<file path="config.mk">
export PLATFORM = sky130hd
export DESIGN_NAME = mux421_rr_arbiter_flat
export DESIGN_NICKNAME = d
export VERILOG_FILES = /design/src/rtl/mux421_rr_arbiter_if.sv /design/src/rtl/mux421_rr_arbiter.sv /design/src/flat_wrapper.sv
export SDC_FILE = /design/constraint.sdc
export NUM_CORES = 1
export LEC_CHECK = 0
export BUFFER_PORTS_ARGS = -buffer_cell sky130_fd_sc_hd__buf_2
export CAP_MARGIN = 40
export CORE_MARGIN = 10
export CORE_UTILIZATION = 52
export CTS_CLUSTER_SIZE = 25
export DETAILED_ROUTE_END_ITERATION = 10
export PLACE_DENSITY = 0.74
export SLEW_MARGIN = 0
export SYNTH_ARGS = -nofsm -noshare
export SYNTH_HDL_FRONTEND = slang
export SYNTH_SLANG_ARGS = --single-unit
</file>
<file path="constraint.sdc">
create_clock -name i_clk -period 2.05 [get_ports i_clk]
set_clock_uncertainty 0.05 [all_clocks]
set_input_delay 0.205 -clock i_clk [delete_from_list [all_inputs] [get_ports i_clk]]
set_output_delay 0.205 -clock i_clk [all_outputs]
set_load 0.1 [all_outputs]
</file>
<file path="src/rtl/mux421_rr_arbiter_if.sv">
// mux421_rr_arbiter_if: request/grant/select bundle between requesters and the 4:1 mux arbiter
interface mux421_rr_arbiter_if;
  logic [3:0] req;
  logic done;
  logic [3:0] gnt;
  logic sel1;
  logic sel0;
  logic busy;
  logic timeout;
  modport master (output req, done, input gnt, sel1, sel0, busy, timeout);
  modport slave (input req, done, output gnt, sel1, sel0, busy, timeout);
endinterface

</file>
<file path="src/rtl/mux421_rr_arbiter.sv">
// mux421_rr_arbiter: round-robin 4:1 mux arbiter with hold limit and one-cycle break-before-make gap
module mux421_rr_arbiter #(
  parameter int MAX_HOLD = 8
) (
  input logic i_clk,
  input logic i_rst,
  mux421_rr_arbiter_if.slave bus
);
  typedef enum logic [1:0] {IDLE, GRANT, GAP} state_t;
  state_t r_state;
  logic [1:0] r_p, r_sel, w_idx;
  logic [3:0] r_hc, r_gnt;
  logic r_busy, r_timeout, w_drop, w_max, w_rel;
  // descending scan so the requester nearest the pointer wins
  always_comb begin
    w_idx = r_p;
    for (int k = 3; k >= 0; k--) w_idx = bus.req[r_p + 2'(k)] ? r_p + 2'(k) : w_idx;
  end
  assign w_drop = ~bus.req[r_sel];
  assign w_max = r_hc == 4'(MAX_HOLD);
  assign w_rel = bus.done | w_drop | w_max;
  always_ff @(posedge i_clk) begin
    if (i_rst) begin
      r_state <= IDLE;
      r_p <= '0;
      r_hc <= '0;
      r_gnt <= '0;
      r_sel <= '0;
      r_busy <= 1'b0;
      r_timeout <= 1'b0;
    end else begin
      r_timeout <= 1'b0;
      case (r_state)
        IDLE: if (|bus.req) begin
          r_state <= GRANT;
          r_gnt <= 4'b1 << w_idx;
          r_sel <= w_idx;
          r_p <= w_idx + 2'd1;
          r_hc <= 4'd1;
          r_busy <= 1'b1;
        end
        GRANT: if (w_rel) begin
          r_state <= GAP;
          r_gnt <= '0;
          r_busy <= 1'b0;
          r_timeout <= w_max & ~bus.done & ~w_drop;
        end else r_hc <= r_hc + 4'd1;
        default: r_state <= IDLE;
      endcase
    end
  end
  assign bus.gnt = r_gnt;
  assign bus.sel1 = r_sel[1];
  assign bus.sel0 = r_sel[0];
  assign bus.busy = r_busy;
  assign bus.timeout = r_timeout;
endmodule

</file>
<file path="src/flat_wrapper.sv">
// flat-port wrapper written by rule: the top's interface ports become plain ports
module mux421_rr_arbiter_flat 
#(
  parameter int MAX_HOLD = 8
)
  (i_clk, i_rst, bus_req, bus_done, bus_gnt, bus_sel1, bus_sel0, bus_busy, bus_timeout);
  mux421_rr_arbiter_if bus_i ();
  input logic i_clk;
  input logic i_rst;
  input wire logic [$bits(bus_i.req)-1:0] bus_req;
  input wire logic [$bits(bus_i.done)-1:0] bus_done;
  output wire logic [$bits(bus_i.gnt)-1:0] bus_gnt;
  output wire logic [$bits(bus_i.sel1)-1:0] bus_sel1;
  output wire logic [$bits(bus_i.sel0)-1:0] bus_sel0;
  output wire logic [$bits(bus_i.busy)-1:0] bus_busy;
  output wire logic [$bits(bus_i.timeout)-1:0] bus_timeout;
  assign bus_i.req = bus_req;
  assign bus_i.done = bus_done;
  assign bus_gnt = bus_i.gnt;
  assign bus_sel1 = bus_i.sel1;
  assign bus_sel0 = bus_i.sel0;
  assign bus_busy = bus_i.busy;
  assign bus_timeout = bus_i.timeout;
  mux421_rr_arbiter #(.MAX_HOLD(MAX_HOLD)) u_core (.i_clk(i_clk), .i_rst(i_rst), .bus(bus_i));
endmodule
</file>
==> flow_summary_export.csv, run 1 <==
group,metric,value,unit
power_and_ir_drop,switchingPower,362,uW
sta,worstMarginPinSlew,0.661,ns
floorplan,die_area,3450,um2
logic_synthesis,synth.area.top_cells,"dfxtp_1 41%, nor2_1 4.8%, a21oi_1 4.5%",
power_and_ir_drop,power,906,uW
clock_network,cts_resized,0,
power_and_ir_drop,p_int,544,uW
clock_network,worstSkewPairLatency,0.28,ns
logic_synthesis,synthSimpleGateAreaFrac,26.8,%
sta,finalCritPeriodShare,86.4,%
floorplan,core_area,1350,um2
logic_synthesis,synth_top_family_by_area,"simple AND/OR/NAND/NOR gates",
clock_network,cts_hold_buf,0,
critical_path,reg2reg_depth,7,
critical_path,path_common_cell,"nand3b_1",
floorplan,rows,13,
logic_synthesis,yosysSeqAreaShare,41.0,%
clock_network,path_clk_slew,0.09,ns
flow_run,drv_cap,0,
logic_synthesis,synth_compound_area_share,16.5,%
sta,setup_viol,0,
routing,vias,679,
placement,place_hpwl,1300,um
critical_path,crit_start,"u_core.r_hc[0]$_SDFFE_PP0P_",
layout,drive_gt1_share,26.7,%
clock_network,clk_path_buf_depth,2,
min_path,min_path_type,"input pin to flip-flop",
clock_network,cts_root_buf,"clkbuf_4",
clock_network,numCtsBuffers,3,
critical_path,worst_ep_required_time,2.23,ns
routing,remaining_drc_errors,0,
global_routing,grt_antenna_before_repair,0,
logic_synthesis,synthDistinctLibCells,33,
clock_network,clock-sinks,16,
critical_path,cpMaxStageDelayCell,"dfxtp_1",
floorplan,initial_core_util,57.8,%
critical_path,regToRegEndpoint,"u_core.bus.gnt[3]$_SDFFE_PP0P_",
power_and_ir_drop,p_seq_share,41.4,%
routing,ant_nets,0,
layout,fin_nets,111,
layout,syn_to_final_growth,16.2,%
critical_path,worstSetupPathDepth,7,
critical_path,worst-r2r-setup-slack,0.28,ns
critical_path,cp_cell_sequence,"inv_1 -> ha_1 -> nand3b_1 -> nand3b_1 -> or2_2 -> a21oi_1 -> a32o_1",
placement,finalWeightedCongestion,0.786,
power_and_ir_drop,vdd_drop_max,809,uV
clock_network,cts_tree,"done",
critical_path,reg2reg_from,"u_core.r_hc[0]$_SDFFE_PP0P_",
global_routing,grt_pass1_vias,654,
global_routing,grt_usage,10.1,%
power_and_ir_drop,netSwitchingFraction,39.9,%
global_routing,grt_max_degree,17,
sta,hold_violations,0,
global_routing,grt_pass1_wl,2870,um
sta,max_freq,565,MHz
logic_synthesis,synthAdderAreaFrac,3.21,%
critical_path,slowest_delay,0.39,ns
critical_path,critPathTopFamily,"simple AND/OR/NAND/NOR gates",
logic_synthesis,synth.ff_latch_count,16,
placement,io_buffers,14,
floorplan,die_y,58.8,um
logic_synthesis,synth.largest_area_cell,"dfxtp_1",
critical_path,crit_path_end,"u_core.bus.gnt[3]$_SDFFE_PP0P_",
routing,via_per_inst,5.85,
routing,wl,1700,um
routing,drt_iter0_drc,13,
power_and_ir_drop,pwr-share-comb,36.1,%
critical_path,crit_fanout,4,
sta,relSlewSlack,55.6,%
power_and_ir_drop,p_clk_share,22.5,%
routing,wl_per_cell,14.7,um
logic_synthesis,syn_avg_cell_area,9.29,um2
critical_path,critical_path_class,"flip-flop to flip-flop",
sta,period_needed,1.77,ns
power_and_ir_drop,p_leak,0.000386,uW
sta,maxSlewViolCount,0,
status,status,"finished clean",
critical_path,cp-start-kind,"flip-flop",
logic_synthesis,syn_nets,93,
critical_path,crit_arrival,1.95,ns
critical_path,cp.buffers_inverters,1,
sta,fin_setup_tns,0,ns
sta,rsz0062_at_grt,"no",
floorplan,die_w,58.8,um
clock_network,post_cts_buffers,0,
logic_synthesis,yosysWarnings,0,
floorplan,io_pins,15,
global_routing,overflow,0,
logic_synthesis,syn-cell-area,781,um2
logic_synthesis,synthDominantCellAreaShare,41.0,%
critical_path,worstSetupEndpointType,"flip-flop",
logic_synthesis,synthXorXnorAreaFrac,2.24,%
logic_synthesis,syn_inst,84,
clock_network,h-tree-depth,1,
routing,first_pass_iters,4,
logic_synthesis,synth.area.mux_share,7.21,%
layout,n_antenna_cell,0,
power_and_ir_drop,power_density,998,nW/um2
## logic make-up (layout without fill, tap and decap cells)
logic type                 count (synthesis)  in the layout
AOI/OAI and AO/OA                         18             18
xor gates and xnor gates                   2              2
adders and majority gates                  2              2
buffers and inverters                      6             23
DFF                                       16             16
muxes                                      4              4
and+or+nand+nor                           36             36
## how the worst min path moves through the flow
stage / end / slack [ns] / start / cells past startpoint
floorplan: u_core.r_hc[1]$_SDFFE_PP0P_ / 0.26 / i_rst / 1
global placement: u_core.bus.gnt[1]$_SDFFE_PP0P_ / 0.39 / u_core.bus.gnt[1]$_SDFFE_PP0P_ / 1
detailed placement: u_core.bus.gnt[1]$_SDFFE_PP0P_ / 0.40 / u_core.bus.gnt[1]$_SDFFE_PP0P_ / 1
CTS: u_core.bus.timeout$_SDFF_PP0_ / 0.18 / bus_done / 3
global route: u_core.bus.timeout$_SDFF_PP0_ / 0.19 / bus_done / 3
finish: u_core.bus.timeout$_SDFF_PP0_ / 0.19 / bus_done / 3
## synthesized netlist by cell type
| library cell | n |
|---|---|
| or2_2 | 1 |
| a22o_1 | 1 |
| a211oi_2 | 1 |
| nand3b_1 | 4 |
| clkbuf_1 | 1 |
| mux4_1 | 1 |
| mux2i_1 | 3 |
| a211oi_1 | 1 |
| nor2b_1 | 2 |
| ha_1 | 2 |
| xor2_1 | 1 |
| inv_1 | 4 |
| nand2_4 | 1 |
| nand4_1 | 1 |
| o2bb2ai_1 | 2 |
| nor3_1 | 5 |
| nand2_1 | 4 |
| nor4_1 | 2 |
| a32o_1 | 1 |
| and2b_2 | 1 |
| nor4b_1 | 1 |
| nor2_1 | 10 |
| xnor2_1 | 1 |
| a21o_1 | 1 |
| or4_4 | 1 |
| dfxtp_1 | 16 |
| a21oi_1 | 7 |
| o41ai_1 | 1 |
| nor3b_1 | 2 |
| buf_2 | 1 |
| o221a_2 | 1 |
| and3b_1 | 1 |
| o21ai_0 | 2 |
## power by group through the flow
stage	Clock, uW	Sequential [uW]	Combinational [uW]
global placement	0	381	320
global route	220	380	348
finish	204	375	327
detailed placement	0	382	325
CTS	210	375	327
floorplan	0	505	137
## metrics by stage
stage               setup WS (ns)  std cells  util, %  area (um2)  hold WS (ns)
floorplan                  0.0992         84        -         783         0.262
global placement            0.362        112     64.5         871         0.389
detailed placement          0.325        112     64.5         871         0.403
CTS                         0.295        116     67.2         907         0.182
global route                0.120        116     67.2         907         0.188
finish                      0.280        116     67.2         907         0.192
## per-layer routing
layer | wire [um] | vias up | global-route usage [%]
li1 | - | 341 | -
met1 | 746 | 310 | 12.0
met2 | 799 | 26 | 16.2
met3 | 139 | 2 | 4.72
met4 | 15 | 0 | 1.97
met5 | 0 | - | 0
## worst min-delay path, delay by kind of cell
kind | cells | cell delay, ns
buf+inv | 1 | 0.08
simple gates | 2 | 0.19
## placed cells by master (no fill, tap or decap), drive strengths merged, types with 3 or more instances in the layout
cell type  Yosys  layout
clkbuf         1       4
nor2          10      10
a21oi          7       7
nand2          5       5
nor3           5       5
buf            1      15
dfxtp         16      16
mux2i          3       3
nand3b         4       4
inv            4       4
## state kept, by name, indices dropped and copies added (netlist names)
name	count
u_core.r_sel	2
u_core.r_p	2
u_core.bus.gnt	4
u_core.r_state	2
u_core.r_hc	4
u_core.bus.busy	1
u_core.bus.timeout	1
## cell type report
cell class | instances | area [um2]
repair buffers | 15 | 77.6
clock buffers | 4 | 36.3
inverters | 4 | 15.0
fillers | 128 | 443
multi-input cells | 62 | 437
well taps | 15 | 18.8
flip-flops and latches | 16 | 323
Note: power is estimated with default switching activity, not from simulation.
==> run 2, diff against run 1 <==
RECOVER_POWER = 25   (was unset)
==> run 2 against run 1 <==
Sequential power is essentially flat; clock-buffer cell count stayed put; global-route usage unchanged; critical endpoint unchanged; largest power group unchanged; first-iteration DRC count down 15%.
==> flow_summary_export.csv, run 2 (same netlist as run 1, synthesis figures left out) <==
group,metric,value,unit
placement,finalWeightedCongestion,0.786,
sta,period_needed,1.77,ns
global_routing,grt_usage,10.1,%
routing,vias,672,
power_and_ir_drop,switchingPower,363,uW
clock_network,path_clk_slew,0.09,ns
routing,wl_per_cell,14.6,um
critical_path,cp-start-kind,"flip-flop",
critical_path,crit_fanout,4,
sta,max_freq,564,MHz
clock_network,h-tree-depth,1,
flow_run,drv_cap,0,
layout,fillers,131,
power_and_ir_drop,p_seq_share,41.6,%
sta,maxSlewViolCount,0,
layout,final_common_cell,"dfxtp_1",
layout,final_area,900,um2
global_routing,overflow,0,
clock_network,clk_path_buf_depth,2,
min_path,worstHoldStart,"bus_done",
clock_network,cts_root_buf,"clkbuf_4",
power_and_ir_drop,netSwitchingFraction,40.2,%
power_and_ir_drop,p_leak,0.000362,uW
floorplan,core_area,1350,um2
sta,finalCritPeriodShare,86.4,%
sta,worstMarginPinSlew,1.17,ns
layout,post-route-util,66.6,%
critical_path,reg2reg_from,"u_core.r_hc[0]$_SDFFE_PP0P_",
critical_path,crit_start,"u_core.r_hc[0]$_SDFFE_PP0P_",
power_and_ir_drop,p_clk_share,22.6,%
clock_network,clock-sinks,16,
layout,syn_to_final_growth,15.2,%
clock_network,post_cts_buffers,0,
floorplan,die_w,58.8,um
layout,fin_nets,111,
routing,remaining_drc_errors,0,
critical_path,worst_ep_required_time,2.23,ns
routing,first_pass_iters,4,
critical_path,crit_arrival,1.96,ns
routing,via_per_inst,5.79,
critical_path,worstSetupEndpointType,"flip-flop",
layout,final_cell_mix,"14 x dfxtp_1, 10 x nor2_1, 8 x buf_2, 7 x a21oi_1, 6 x clkbuf_1",
sta,relSlewSlack,22.2,%
floorplan,io_pins,15,
layout,n_antenna_cell,0,
clock_network,cts_tree,"done",
floorplan,die_y,58.8,um
clock_network,numCtsBuffers,3,
global_routing,grt_max_degree,17,
routing,drt_iter0_drc,11,
power_and_ir_drop,p_int,540,uW
sta,setup_viol,0,
sta,fin_setup_tns,0,ns
critical_path,critical_path_class,"flip-flop to flip-flop",
floorplan,die_area,3450,um2
floorplan,rows,13,
clock_network,cts_hold_buf,0,
global_routing,grt_antenna_before_repair,0,
power_and_ir_drop,pwr-share-comb,35.8,%
layout,drive_gt1_share,20.8,%
routing,wl,1700,um
power_and_ir_drop,vdd_drop_max,805,uV
routing,ant_nets,0,
sta,hold_violations,0,
global_routing,grt_pass1_wl,2870,um
status,status,"finished clean",
global_routing,grt_pass1_vias,654,
sta,rsz0062_at_grt,"no",
clock_network,cts_resized,0,
clock_network,worstSkewPairLatency,0.28,ns
placement,placed_area,871,um2
min_path,min_path_type,"input pin to flip-flop",
placement,io_buffers,14,
floorplan,initial_core_util,57.8,%
placement,place_hpwl,1300,um
power_and_ir_drop,power_density,1000,nW/um2
[run 2: cell count changes in the layout (fill, tap and decap cells not counted), sizes merged]
cell / change
buf: -6
clkbuf: +6
[run 2: path summary, 6_finish.rpt]
path / to / slack (ns) / cells past startpoint
hold reg to reg: u_core.bus.gnt[1]$_SDFFE_PP0P_ / 0.43 / 1
setup reg to reg: u_core.bus.gnt[3]$_SDFFE_PP0P_ / 0.28 / 7
hold / removal: u_core.bus.timeout$_SDFF_PP0_ / 0.19 / 3
setup / recovery: u_core.bus.gnt[3]$_SDFFE_PP0P_ / 0.28 / 7
[run 2: final cells by class]
type / instances / area (um2) / area share (%)
Timing Repair Buffer: 15 / 70.1 / 7.79
Clock buffer: 4 / 36.3 / 4.03
Sequential cell: 16 / 323 / 35.9
Multi-Input combinational cell: 62 / 437 / 48.5
Tap cell: 15 / 18.8 / 2.09
Inverter: 4 / 15.0 / 1.67
[run 2: critical path, stage by stage (launching register included)]
cell	delay, ns
dfxtp_1	0.39
inv_1	0.09
ha_1	0.23
nand3b_1	0.12
nand3b_1	0.13
or2_2	0.29
a21oi_1	0.26
a32o_1	0.16
[run 2: per-stage QoR]
stage                     cells  hold slack, ns  worst slack (ns)  power, uW
final                       116           0.189             0.278        903
after global routing        116           0.188             0.120        946
after CTS                   116           0.182             0.295        912
after detailed placement    112           0.403             0.325        708
after global placement      112           0.389             0.362        700
after floorplan              84           0.262            0.0992        642
[run 2: layer usage]
| metal | GRT usage, % | routed length (um) | vias to the layer above |
|---|---|---|---|
| met5 | 0 | 0 | - |
| met4 | 1.97 | 15 | 0 |
| met3 | 4.72 | 143 | 2 |
| met2 | 16.2 | 784 | 24 |
| met1 | 12.0 | 755 | 305 |
| li1 | - | - | 341 |
[run 2: power by group through the flow]
stage | clock network [uW] | logic [uW] | registers [uW]
2_1_floorplan | 0 | 137 | 505
3_3_place_gp | 0 | 320 | 381
3_5_place_dp | 0 | 325 | 382
4_1_cts | 210 | 327 | 375
5_1_grt | 220 | 345 | 381
6_report | 204 | 323 | 376
==> run 3, diff against run 2 <==
CORE_UTILIZATION = 56   (was 52)
GPL_TIMING_DRIVEN = 0   (was unset)
PLACE_DENSITY = 0.79   (was 0.74)
clock period = 2.18 ns   (was 2.05 ns; I/O delays follow)
==> run 3 against run 2 <==
Register-to-register slack improved by 0.17 ns; largest power group unchanged; setup slack improved by 0.13 ns; global-route usage increased by 0.29 points; cell count rose by 0.86%; sequential power is 6.4% lower; routed wire length shrank 2.4%.
==> flow_summary_export.csv, run 3 (same netlist as run 1, synthesis figures left out) <==
group,metric,value,unit
flow_run,drv_cap,0,
layout,seqCellArea,322,um2
layout,multi_input_area,437,um2
critical_path,cp-start-kind,"flip-flop",
global_routing,grt_pass1_wl,2850,um
layout,final_cell_mix,"15 x dfxtp_1, 10 x nor2_1, 9 x buf_2, 7 x clkbuf_1, 7 x a21oi_1",
layout,n_antenna_cell,0,
global_routing,grt_antenna_before_repair,0,
routing,drt_iter0_drc,21,
sta,hold_violations,0,
clock_network,numCtsBuffers,3,
layout,drive_gt1_share,19.6,%
status,status,"finished clean",
layout,fin_nets,112,
clock_network,cts_tree,"done",
critical_path,cp_cell_sequence,"clkbuf_1",
global_routing,grt_usage,10.4,%
sta,period_needed,1.77,ns
routing,wl_per_cell,14.2,um
clock_network,cts_resized,0,
routing,ant_nets,0,
clock_network,worstSkewPairLatency,0.28,ns
sta,setup_viol,0,
critical_path,crit_arrival,1.50,ns
clock_network,path_clk_slew,0.09,ns
power_and_ir_drop,vdd_drop_max,604,uV
floorplan,initial_core_util,60.0,%
sta,finalCritPeriodShare,81.2,%
power_and_ir_drop,power_density,939,nW/um2
floorplan,die_area,3290,um2
sta,worstMarginPinSlew,1.17,ns
critical_path,worstSetupEndpointType,"output pin",
floorplan,die_w,57.3,um
critical_path,critical_path_class,"flip-flop to output pin",
floorplan,rows,13,
routing,remaining_drc_errors,0,
floorplan,io_pins,15,
sta,rsz0062_at_grt,"no",
critical_path,cpMaxStageDelayCell,"clkbuf_1",
routing,wl,1660,um
floorplan,die_y,57.3,um
sta,fin_ws,0.411,ns
sta,max_freq,565,MHz
sta,maxSlewViolCount,0,
placement,finalWeightedCongestion,0.819,
critical_path,crit_fanout,3,
critical_path,cp.buffers_inverters,1,
min_path,min_path_type,"input pin to flip-flop",
critical_path,critPathTopFamily,"buffers and inverters",
clock_network,clk_path_buf_depth,2,
layout,fillers,113,
clock_network,clock-sinks,16,
global_routing,overflow,0,
routing,first_pass_iters,4,
placement,place_hpwl,1280,um
placement,io_buffers,14,
layout,final_common_cell,"dfxtp_1",
layout,syn_to_final_growth,15.2,%
sta,fin_setup_tns,0,ns
clock_network,post_cts_buffers,0,
clock_network,h-tree-depth,1,
global_routing,grt_max_degree,11,
critical_path,slowest_delay,0.86,ns
power_and_ir_drop,p_leak,0.000362,uW
routing,vias,677,
routing,via_per_inst,5.79,
clock_network,cts_root_buf,"clkbuf_4",
floorplan,core_area,1300,um2
clock_network,cts_hold_buf,0,
critical_path,worst_ep_required_time,1.91,ns
sta,relSlewSlack,22.4,%
placement,pre_cts_slack,0.455,ns
global_routing,grt_pass1_vias,660,
[run 3: changes by cell type in the layout (fill, tap and decap cells not counted)]
cell	delta
dfxtp_1	+1
buf_2	+1
clkbuf_1	+1
buf_4	-1
dfxtp_2	-1
[run 3: power breakdown]
part | switching [uW] | leakage, uW | internal (uW)
registers | 27.3 | 0.000132 | 324
logic | 219 | 0.000209 | 79.6
clock network | 92.9 | 0.0000210 | 102
[run 3: per-layer routing]
layer  track usage [%]  vias to the layer above  share of wire, %
li1                  -                      345                 -
met1              12.6                      310                47
met2              16.4                       18                46
met3              3.54                        4               6.0
met4              4.03                        0               1.5
met5                 0                        -                 0
[run 3: area by class of cell]
cell class	count	area share, %
multi-input cells	62	48.5
well taps	15	2.09
flip-flops and latches	16	35.7
plain buffers	2	0.974
repair buffers	14	6.95
clock buffers	4	4.03
inverters	4	1.67
[run 3: worst paths after layout]
path	startpoint	endpoint	cells after the start	slack, ns
max	u_core.r_sel[0]$_SDFFE_PP0P_	bus_sel0	1	0.41
min	i_rst	u_core.r_hc[1]$_SDFFE_PP0P_	2	0.16
max reg2reg	u_core.r_hc[0]$_SDFFE_PP0P_	u_core.bus.gnt[2]$_SDFFE_PP0P_	7	0.45
min reg2reg	u_core.bus.gnt[1]$_SDFFE_PP0P_	u_core.bus.gnt[1]$_SDFFE_PP0P_	1	0.42
[run 3: through the flow]
step / std cells / utilization (%) / hold slack [ns] / instance area [um2] / power [uW]
finish: 117 / 69.1 / 0.164 / 900 / 845
global route: 117 / 69.1 / 0.164 / 900 / 888
CTS: 117 / 69.7 / 0.156 / 907 / 854
detailed placement: 113 / 66.9 / 0.407 / 871 / 661
global placement: 113 / 66.9 / 0.389 / 871 / 653
floorplan: 84 / - / 0.275 / 782 / 603
